===== src/rtl/mem_access_unit_if.sv =====
// Bus bundle for mem_access_unit: CPU request/response channel plus the
// word-wide data RAM port.
//
// Handshake: a request transfers on a rising clk edge where req_valid and
// req_ready are both high; req_ready is high only while the unit is idle, and
// req_valid seen while req_ready is low is ignored (never queued). The
// response is a single-cycle rsp_valid pulse with no backpressure; rsp_rdata
// and rsp_err are meaningful in that cycle and hold until the next response.
// The RAM reads synchronously: ram_rdata is valid the cycle after ram_addr is
// presented, and it writes the whole word on a clk edge where ram_wen is high.
interface mem_access_unit_if #(
  parameter int ADDR_WIDTH = 12,
  parameter int DATA_WIDTH = 32
);
  logic                  req_valid;
  logic                  req_ready;
  logic                  req_we;
  logic [2:0]            req_funct3;
  logic [ADDR_WIDTH-1:0] req_addr;
  logic [DATA_WIDTH-1:0] req_wdata;
  logic                  rsp_valid;
  logic [DATA_WIDTH-1:0] rsp_rdata;
  logic                  rsp_err;
  logic [ADDR_WIDTH-1:0] ram_addr;
  logic [DATA_WIDTH-1:0] ram_wdata;
  logic                  ram_wen;
  logic [DATA_WIDTH-1:0] ram_rdata;

  // CPU / RAM side: drives requests and RAM read data
  modport master (
    output req_valid, req_we, req_funct3, req_addr, req_wdata, ram_rdata,
    input  req_ready, rsp_valid, rsp_rdata, rsp_err, ram_addr, ram_wdata, ram_wen
  );

  // Load/store unit side
  modport slave (
    input  req_valid, req_we, req_funct3, req_addr, req_wdata, ram_rdata,
    output req_ready, rsp_valid, rsp_rdata, rsp_err, ram_addr, ram_wdata, ram_wen
  );
endinterface


===== src/rtl/mem_access_unit.sv =====
// Load/store front end for a word-wide synchronous data RAM. Checks alignment
// and funct3 legality, does read-modify-write for byte/half stores, and
// extracts plus sign/zero-extends load data. One request in flight at a time.
module mem_access_unit #(
  parameter int ADDR_WIDTH = 12,
  parameter int DATA_WIDTH = 32
) (
  input  logic                 clk,
  input  logic                 rst,
  mem_access_unit_if.slave     bus,
  output logic [2:0]           dbg_state
);

  typedef enum logic [2:0] {
    IDLE = 3'd0,
    RD   = 3'd1,
    CAP  = 3'd2,
    MRG  = 3'd3,
    WR   = 3'd4,
    RESP = 3'd5
  } state_t;

  state_t                state;
  logic                  we_q;
  logic [2:0]            funct3_q;
  logic [ADDR_WIDTH-1:0] addr_q;
  logic [DATA_WIDTH-1:0] wdata_q;
  logic                  req_ready_q;
  logic                  rsp_valid_q;
  logic                  rsp_err_q;
  logic [DATA_WIDTH-1:0] rsp_rdata_q;
  logic                  ram_wen_q;

  logic                  req_err;
  logic [DATA_WIDTH-1:0] shifted;
  logic [DATA_WIDTH-1:0] load_data;
  logic [DATA_WIDTH-1:0] merged;

  // Classify the incoming request: misalignment, illegal funct3, or a store
  // using one of the load-only unsigned encodings.
  always_comb begin
    req_err = 1'b0;
    case (bus.req_funct3)
      3'b000:  req_err = 1'b0;
      3'b001:  req_err = bus.req_addr[0];
      3'b010:  req_err = |bus.req_addr[1:0];
      3'b100:  req_err = bus.req_we;
      3'b101:  req_err = bus.req_we | bus.req_addr[0];
      default: req_err = 1'b1;
    endcase
  end

  // Bring the addressed lane down to bit 0 and extend it to a full word.
  always_comb begin
    shifted   = bus.ram_rdata >> {addr_q[1:0], 3'b000};
    load_data = '0;
    case (funct3_q)
      3'b000:  load_data = {{24{shifted[7]}}, shifted[7:0]};
      3'b001:  load_data = {{16{shifted[15]}}, shifted[15:0]};
      3'b010:  load_data = bus.ram_rdata;
      3'b100:  load_data = {24'd0, shifted[7:0]};
      3'b101:  load_data = {16'd0, shifted[15:0]};
      default: load_data = '0;
    endcase
  end

  // Replace the targeted byte/half of the word read back in RD.
  always_comb begin
    merged = bus.ram_rdata;
    if (funct3_q[0]) begin
      if (addr_q[1]) merged[31:16] = wdata_q[15:0];
      else           merged[15:0]  = wdata_q[15:0];
    end else begin
      merged[{addr_q[1:0], 3'b000} +: 8] = wdata_q[7:0];
    end
  end

  // Control FSM; every handshake/RAM control output is registered here.
  always_ff @(posedge clk or posedge rst) begin
    if (rst) begin
      state       <= IDLE;
      we_q        <= 1'b0;
      funct3_q    <= 3'd0;
      addr_q      <= '0;
      wdata_q     <= '0;
      req_ready_q <= 1'b1;
      rsp_valid_q <= 1'b0;
      rsp_err_q   <= 1'b0;
      rsp_rdata_q <= '0;
      ram_wen_q   <= 1'b0;
    end else begin
      rsp_valid_q <= 1'b0;
      ram_wen_q   <= 1'b0;
      case (state)
        IDLE: begin
          if (bus.req_valid) begin
            we_q        <= bus.req_we;
            funct3_q    <= bus.req_funct3;
            addr_q      <= bus.req_addr;
            wdata_q     <= bus.req_wdata;
            req_ready_q <= 1'b0;
            if (req_err) begin
              state       <= RESP;
              rsp_valid_q <= 1'b1;
              rsp_err_q   <= 1'b1;
              rsp_rdata_q <= '0;
            end else if (bus.req_we && bus.req_funct3 == 3'b010) begin
              state     <= WR;
              ram_wen_q <= 1'b1;
            end else begin
              state <= RD;
            end
          end
        end
        RD: begin
          if (we_q) begin
            state     <= MRG;
            ram_wen_q <= 1'b1;
          end else begin
            state <= CAP;
          end
        end
        CAP: begin
          state       <= RESP;
          rsp_valid_q <= 1'b1;
          rsp_err_q   <= 1'b0;
          rsp_rdata_q <= load_data;
        end
        MRG, WR: begin
          state       <= RESP;
          rsp_valid_q <= 1'b1;
          rsp_err_q   <= 1'b0;
          rsp_rdata_q <= '0;
        end
        RESP: begin
          state       <= IDLE;
          req_ready_q <= 1'b1;
        end
        default: begin
          state       <= IDLE;
          req_ready_q <= 1'b1;
        end
      endcase
    end
  end

  // Merged data only exists while the read word is on ram_rdata (MRG).
  assign bus.ram_wdata = (state == MRG) ? merged :
                         (state == WR)  ? wdata_q : '0;
  assign bus.ram_addr  = addr_q;
  assign bus.ram_wen   = ram_wen_q;
  assign bus.req_ready = req_ready_q;
  assign bus.rsp_valid = rsp_valid_q;
  assign bus.rsp_err   = rsp_err_q;
  assign bus.rsp_rdata = rsp_rdata_q;
  assign dbg_state     = state;

endmodule


===== src/flat_wrapper.sv =====
// flat-port wrapper written by rule: the top's interface ports become plain ports
module mem_access_unit_flat 
#(
  parameter int ADDR_WIDTH = 12,
  parameter int DATA_WIDTH = 32
)
  (clk, rst, dbg_state, bus_req_valid, bus_req_we, bus_req_funct3, bus_req_addr, bus_req_wdata, bus_ram_rdata, bus_req_ready, bus_rsp_valid, bus_rsp_rdata, bus_rsp_err, bus_ram_addr, bus_ram_wdata, bus_ram_wen);
  mem_access_unit_if #(.ADDR_WIDTH(ADDR_WIDTH), .DATA_WIDTH(DATA_WIDTH)) bus_i ();
  input  logic clk;
  input  logic rst;
  output logic [2:0] dbg_state;
  input wire logic [$bits(bus_i.req_valid)-1:0] bus_req_valid;
  input wire logic [$bits(bus_i.req_we)-1:0] bus_req_we;
  input wire logic [$bits(bus_i.req_funct3)-1:0] bus_req_funct3;
  input wire logic [$bits(bus_i.req_addr)-1:0] bus_req_addr;
  input wire logic [$bits(bus_i.req_wdata)-1:0] bus_req_wdata;
  input wire logic [$bits(bus_i.ram_rdata)-1:0] bus_ram_rdata;
  output wire logic [$bits(bus_i.req_ready)-1:0] bus_req_ready;
  output wire logic [$bits(bus_i.rsp_valid)-1:0] bus_rsp_valid;
  output wire logic [$bits(bus_i.rsp_rdata)-1:0] bus_rsp_rdata;
  output wire logic [$bits(bus_i.rsp_err)-1:0] bus_rsp_err;
  output wire logic [$bits(bus_i.ram_addr)-1:0] bus_ram_addr;
  output wire logic [$bits(bus_i.ram_wdata)-1:0] bus_ram_wdata;
  output wire logic [$bits(bus_i.ram_wen)-1:0] bus_ram_wen;
  assign bus_i.req_valid = bus_req_valid;
  assign bus_i.req_we = bus_req_we;
  assign bus_i.req_funct3 = bus_req_funct3;
  assign bus_i.req_addr = bus_req_addr;
  assign bus_i.req_wdata = bus_req_wdata;
  assign bus_i.ram_rdata = bus_ram_rdata;
  assign bus_req_ready = bus_i.req_ready;
  assign bus_rsp_valid = bus_i.rsp_valid;
  assign bus_rsp_rdata = bus_i.rsp_rdata;
  assign bus_rsp_err = bus_i.rsp_err;
  assign bus_ram_addr = bus_i.ram_addr;
  assign bus_ram_wdata = bus_i.ram_wdata;
  assign bus_ram_wen = bus_i.ram_wen;
  mem_access_unit #(.ADDR_WIDTH(ADDR_WIDTH), .DATA_WIDTH(DATA_WIDTH)) u_core (.clk(clk), .rst(rst), .bus(bus_i), .dbg_state(dbg_state));
endmodule

===== config.mk =====
export PLATFORM = sky130hd
export DESIGN_NAME = mem_access_unit_flat
export DESIGN_NICKNAME = d
export VERILOG_FILES = /design/src/rtl/mem_access_unit_if.sv /design/src/rtl/mem_access_unit.sv /design/src/flat_wrapper.sv
export SDC_FILE = /design/constraint.sdc
export NUM_CORES = 1
export LEC_CHECK = 0
export CAP_MARGIN = 10
export CORE_MARGIN = 10
export CORE_UTILIZATION = 46
export CTS_CLUSTER_SIZE = 28
export DETAILED_ROUTE_END_ITERATION = 8
export MAX_ROUTING_LAYER = met4
export PLACE_DENSITY_LB_ADDON = 0.2
export RECOVER_POWER = 25
export SYNTH_ARGS = -nofsm -noshare
export SYNTH_HDL_FRONTEND = slang
export SYNTH_SLANG_ARGS = --single-unit

===== constraint.sdc =====
create_clock -name clk -period 4.6 [get_ports clk]
set_clock_uncertainty 0.15 [all_clocks]
set_input_delay 1.38 -clock clk [delete_from_list [all_inputs] [get_ports clk]]
set_output_delay 1.38 -clock clk [all_outputs]
set_load 0.005 [all_outputs]

== Word-level counts from Yosys, hierarchy flattened ==
Index checks and enable logic that the tools add are counted.

* Bits of input ports: 83
* Bits in read-only memories: 0
* Memories: 0
* Bits in writable memories: 0
* Word-level logic and storage cells: 73
* Output and inout bits: 83
* Bits in latches: 0
* Bits in registers: 87

* Multipliers: 0
* Reduce and logical (&&, ||, !) cells: 14
* Add/sub/neg operators: 1
* Divide/modulo/power cells: 0
* Shifts and indexed selects: 3
* Muxes and demuxes: 29
* Magnitude comparators: 0
* Bitwise logic cells: 2
* Equality and inequality tests: 14

{| class="wikitable"
|+ Operators with widths
! cell !! number
|-
| $mux 32 || 5
|-
| $pmux 32 s5 || 1
|-
| $pmux 32 s3 || 1
|-
| $bwmux 32 || 1
|-
| $mux 16 || 2
|-
| $shift 8x7->32 const A || 1
|-
| $shiftx 8x7->32 || 1
|-
| $shr 32x5->16 || 1
|-
| $eq 3x3->1 const B || 5
|-
| $eq 3x2->1 const B || 4
|-
| $mux 1 || 10
|-
| $eq 3x1->1 const B || 3
|-
| $logic_not 3->1 || 3
|-
| $mux 3 || 3
|-
| $pmux 3 s3 || 1
|-
| $pmux 1 s2 || 4
|-
| $neg 5->7 || 1
|-
| $reduce_and 3->1 || 2
|-
| $pmux 1 s5 || 1
|-
| $reduce_and 2->1 || 2
|-
| $reduce_or 2->1 || 2
|-
| $reduce_or 4->1 || 1
|-
| $reduce_bool 3->1 || 1
|-
| $reduce_or 3->1 || 1
|-
| other kinds (6) || 6
|}

== Logic depth before layout (Yosys ltp) ==
* Depth after elaboration: 6
* Gate-level depth with buffers: 9
* Gate-level depth less buffers: 6

== Worst setup path before layout ==
Ideal clock, no wire load.

* Path type: register to output
* From: register u_core.addr_q[0] (netlist: u_core.bus.ram_addr[0])
* To: output port bus_ram_wdata[28]
* Arrival: 2,257 ps
* Required time: 3,070 ps
* Setup slack: 813 ps
* Stages on the path, launching flop included: 10
* Path through: dfrtp_1 buf_2 buf_2 inv_1 ha_1 nor4bb_1 clkbuf_1 a221oi_1 a21oi_1 a22o_1

* Word-level cells in the longest chain between the ends: 5
* Elaborated cells between the ends (all ways): 6
* Those cells by class: add/sub (1); shift (2); mux (3)

{| class="wikitable"
|+ Ends and longest elaborated chain
! what !! line !! text
|-
| start, declared || mem_access_unit.sv:26 || <nowiki>logic [ADDR_WIDTH-1:0] addr_q;</nowiki>
|-
| start signal, assigned || mem_access_unit.sv:99 || <nowiki>addr_q <= bus.req_addr;</nowiki>
|-
| $neg 5->7 (*) || mem_access_unit.sv:74 || <nowiki>merged[{addr_q[1:0], 3'b000} +: 8] = wdata_q[7:0];</nowiki>
|-
| $shiftx 8x7->32 / $shift 8x7->32 (equally long branches) || mem_access_unit.sv:74 ||
|-
| $bwmux 32 (*) || mem_access_unit.sv:74 ||
|-
| $mux 32 (*) || mem_access_unit.sv:70 || <nowiki>if (funct3_q[0]) begin</nowiki>
|-
| $mux 32 (*) || mem_access_unit.sv:148 || <nowiki>assign bus.ram_wdata = (state == MRG) ? merged :</nowiki>
|-
| end, declared || flat_wrapper.sv:23 || <nowiki>output wire logic [$bits(bus_i.ram_wdata)-1:0] bus_ram_wdata;</nowiki>
|}

Mark *: on every way between the ends. The rest lies on a longest branch, timed or not.

== Worst setup path after layout ==
* From: input port bus_ram_rdata[27]
* To: output port bus_ram_wdata[27]

* Word-level cells in the longest chain between the ends: 3
* Elaborated cells between the ends (all ways): 4
* Those cells by class: mux (4)

{| class="wikitable"
|+ Ends and longest elaborated chain
! what !! line !! text
|-
| start, declared || flat_wrapper.sv:17 || <nowiki>input wire logic [$bits(bus_i.ram_rdata)-1:0] bus_ram_rdata;</nowiki>
|-
| $bwmux 32 / $mux 16 (equally long branches) || mem_access_unit.sv:74, mem_access_unit.sv:71 ||
|-
| $mux 32 (*) || mem_access_unit.sv:70 ||
|-
| $mux 32 (*) || mem_access_unit.sv:148 ||
|}

Marks and branches as above.

==> results by group <==
Run status
  • Failing checks: capacitance limit, slew limit
  • Status: finished with violations

Detailed routing
  • DR vias: 4,378
  • Routed len/inst: 23.1 µm
  • DRC Markers: 0
  • Vias/cell: 6.01
  • TritonRoute pass-1 iters: 4
  • Routed Antenna Nets: 0
  • DR iter-0 viols: 385
  • WL final: 16.8 mm

Place
  • Input/output buffers: 165
  • Post-Place Cells: 712
  • DP Area: 0.00670 mm²
  • Routability Congestion: 0.935
  • DP HPWL: 13.0 mm
  • Post-Place Worst Slack: -0.000548 ns

Global routing
  • Total track usage: 22.9%
  • Pin count of the biggest net entering global routing: 53
  • Vias in the first global route: 4,505
  • Antenna violations before repair: 0
  • Grt ovf: 0
  • First-pass GRT wire length: 26.0 mm

STA
  • Final worst path period share: 98.7%
  • WHS: 0.345 ns
  • Endpoints failing hold: 0
  • Fmax: 220 MHz
  • Final slew viol count: 46
  • Tmin final: 4.54 ns
  • Max-Slew Margin vs Limit: -29.4%
  • Worst setup margin: 0.0618 ns
  • # setup viols final: 0
  • Slew @ Worst Pin: 1.93 ns

Worst setup path
  • Kind of end point of the critical path: output port
  • Reg-to-reg endpoint: u_core.bus.rsp_rdata[18]
  • Critical path cell sequence: clkdlybuf4s50_1 -> a221oi_1 -> a21oi_1 -> a22o_1 -> clkdlybuf4s50_1
  • Worst path slowest cell: clkdlybuf4s50_1
  • Crit path top cell by count: clkdlybuf4s50_1
  • CP peak stage delay: 0.52 ns
  • Worst r2r src: u_core.bus.ram_addr[1]
  • Required time of the critical path: 3.07 ns
  • Critical path class: primary input to output port
  • Flop2flop setup slack: 1.81 ns
  • Critical-path maximum fanout: 3
  • WP data arrival: 3.01 ns
  • Crit path launch type: primary input
  • Reg2Reg Depth: 5

Logic synthesis
  • Mapped Avg Cell Area: 11.4 µm²
  • Top cell type's share of synthesized area: 44.5%
  • Top FF cell, synth: dfrtp_1
  • Synth area leaders: dfrtp_1 44%, mux2_2 13%, a22o_1 4.7%
  • Post-synthesis async set-or-reset flop share: 100%
  • Distinct cells, synth: 45
  • Post-synthesis sequential area ratio: 45.0%
  • Net Count, Synth: 511
  • Post-Syn Instances: 423
  • Post-synth EDFFs: 0
  • Synth area leader: dfrtp_1
  • Mapped Area: 0.00484 mm²
  • #FFs+latches synth: 87
  • Synth warn: 0

Final layout
  • Post-layout util: 66.8%
  • Layout Cells excl Fill: 728
  • Layout Nets: 675
  • Layout area overhead: 42.0%
  • Antenna cells: 0
  • Share of cells above drive strength 1: 20.4%
  • Final Instance Area: 0.00687 mm²

Clock tree
  • CTS Buf Count: 9
  • CTS tree: yes
  • Worst-path clk slew: 0.08 ns
  • Clock tree buffer depth: 2
  • Hold-fix buffers, CTS: 0
  • CTS root buffer: clkbuf_8
  • Clock Sinks: 87
  • Setup Fix Bufs, Post-CTS: 0
  • H-Tree Depth: 3
  • Worst-Skew Late Latency: 0.37 ns

Floorplan
  • Initial Util: 47.1%
  • Die Area: 0.0150 mm²
  • I/O Pins: 166
  • Core ar.: 0.0103 mm²
  • # rows: 37
  • Chip Height: 123 µm
  • Die W: 123 µm

Min path
  • Worst Hold Class: flip-flop to flip-flop
  • Hold EP: u_core.bus.rsp_rdata[7]
  • Min-delay src: u_core.bus.rsp_rdata[7]
  • Min-Delay Path Depth: 1

Pwr
  • Peak supply drop: 0.000309 V
  • PwrDens: 630 mW/mm²
  • Static Leak: 0.00287 µW

Flow run
  • Max-cap violations: 1
[where the power goes]
group	switching [µW]	internal, µW
Combinational	1040	1340
Clock	277	192
Sequential	349	1130
Total	1670	2660
[state kept, by name (all words and copies together) (netlist names), 3 cells and up]
register / flops
u_core.bus.rsp_rdata: 32
u_core.wdata_q: 32
u_core.bus.ram_addr: 12
u_core.dbg_state: 3
u_core.funct3_q: 3
[cells by family (layout without fill, tap and decap cells)]
logic type / Yosys count / after routing / share of synthesized area [%]
buffers and inverters: 45 / 214 / 4.09
flip-flops: 87 / 87 / 45.0
multiplexers: 79 / 79 / 19.8
adder cells (fa/ha/maj): 5 / 5 / 1.29
AO/OA/AOI/OAI: 143 / 143 / 22.9
AND/OR/NAND/NOR: 64 / 64 / 6.85
[routing by layer]
metal | routed length (µm) | GRT usage [%] | share of wire [%] | vias up
met5 | 0 | - | 0 | -
met4 | 271 | 7.51 | 1.6 | 0
met3 | 1290 | 4.96 | 7.7 | 16
met2 | 8070 | 35.4 | 48 | 203
met1 | 7200 | 29.4 | 43 | 2175
li1 | - | - | - | 1984
[synth_stat cells (6+ instances only)]
| master | n |
|---|---|
| a22o_1 | 26 |
| mux2i_1 | 17 |
| a211o_1 | 8 |
| nand2_1 | 24 |
| inv_1 | 8 |
| a221oi_1 | 17 |
| a21oi_1 | 27 |
| nor2_1 | 15 |
| buf_2 | 11 |
| a22oi_1 | 23 |
| a221o_2 | 10 |
| mux4_2 | 8 |
| clkbuf_1 | 17 |
| dfrtp_1 | 86 |
| o2bb2ai_1 | 7 |
| a221o_1 | 6 |
| mux2_2 | 54 |
| o21ai_0 | 13 |
[layout make-up]
| cell class | count | area (µm²) |
|---|---|---|
| multi-input combinational | 291 | 2500 |
| clock buffer | 11 | 131 |
| clock inverter | 5 | 25.0 |
| tap | 136 | 170 |
| sequential | 87 | 2180 |
| fill | 857 | 3410 |
| timing repair buffer | 188 | 1830 |
| inverter | 10 | 38.8 |
[worst max-delay path: cells and delay by family]
family,cells,cell delay (ns)
buffers and inverters,2,0.97
AO/OA/AOI/OAI,3,0.65
[worst max path at each step]
stage	slack (ns)	from	cells past startpoint	endpoint
6_report	0.06	bus_ram_rdata[27]	5	bus_ram_wdata[27]
3_3_place_gp	0.06	bus_ram_rdata[26]	5	bus_ram_wdata[26]
4_1_cts	0.03	bus_ram_rdata[26]	5	bus_ram_wdata[26]
2_1_floorplan	0.81	u_core.bus.ram_addr[0]	9	bus_ram_wdata[28]
5_1_grt	-0.0004	bus_ram_rdata[30]	5	bus_ram_wdata[30]
3_5_place_dp	-0.0005	bus_ram_rdata[24]	5	bus_ram_wdata[24]
[through the flow]
step	power (µW)	TNS (ns)
after global placement	3810	0
after CTS	4340	0
after floorplan	2730	0
after detailed placement	3860	-0.000548
final	4330	0
after global routing	4610	-0.000351
[placed cells by master, fill, tap and decap left out, types with 2 or more instances in the layout]
cell type	n
clkdlybuf4s50_1	160
dfrtp_1	86
mux2_2	54
a21oi_1	27
a22o_1	26
nand2_1	24
a22oi_1	23
buf_4	22
mux2i_1	17
nor2_1	15
a221oi_1	14
o21ai_0	13
a221o_2	10
clkbuf_8	9
mux4_2	8
a211o_1	8
inv_1	7
o2bb2ai_1	7
a221o_1	6
ha_1	5
clkinv_2	5
nor2b_1	4
a221oi_2	3
nand3_1	3
dlymetal6s2s_1	3
clkinv_1	2
and3_1	2
a31oi_1	2
nor3_1	2
clkbuf_1	2
dlygate4sd3_1	2
[repair_timing]
action                     in CTS  in global routing
setup endpoints to repair       1                  7
pin swaps                       0                  0
resized for setup               1                  6
Power figures use the tool's default switching activity.
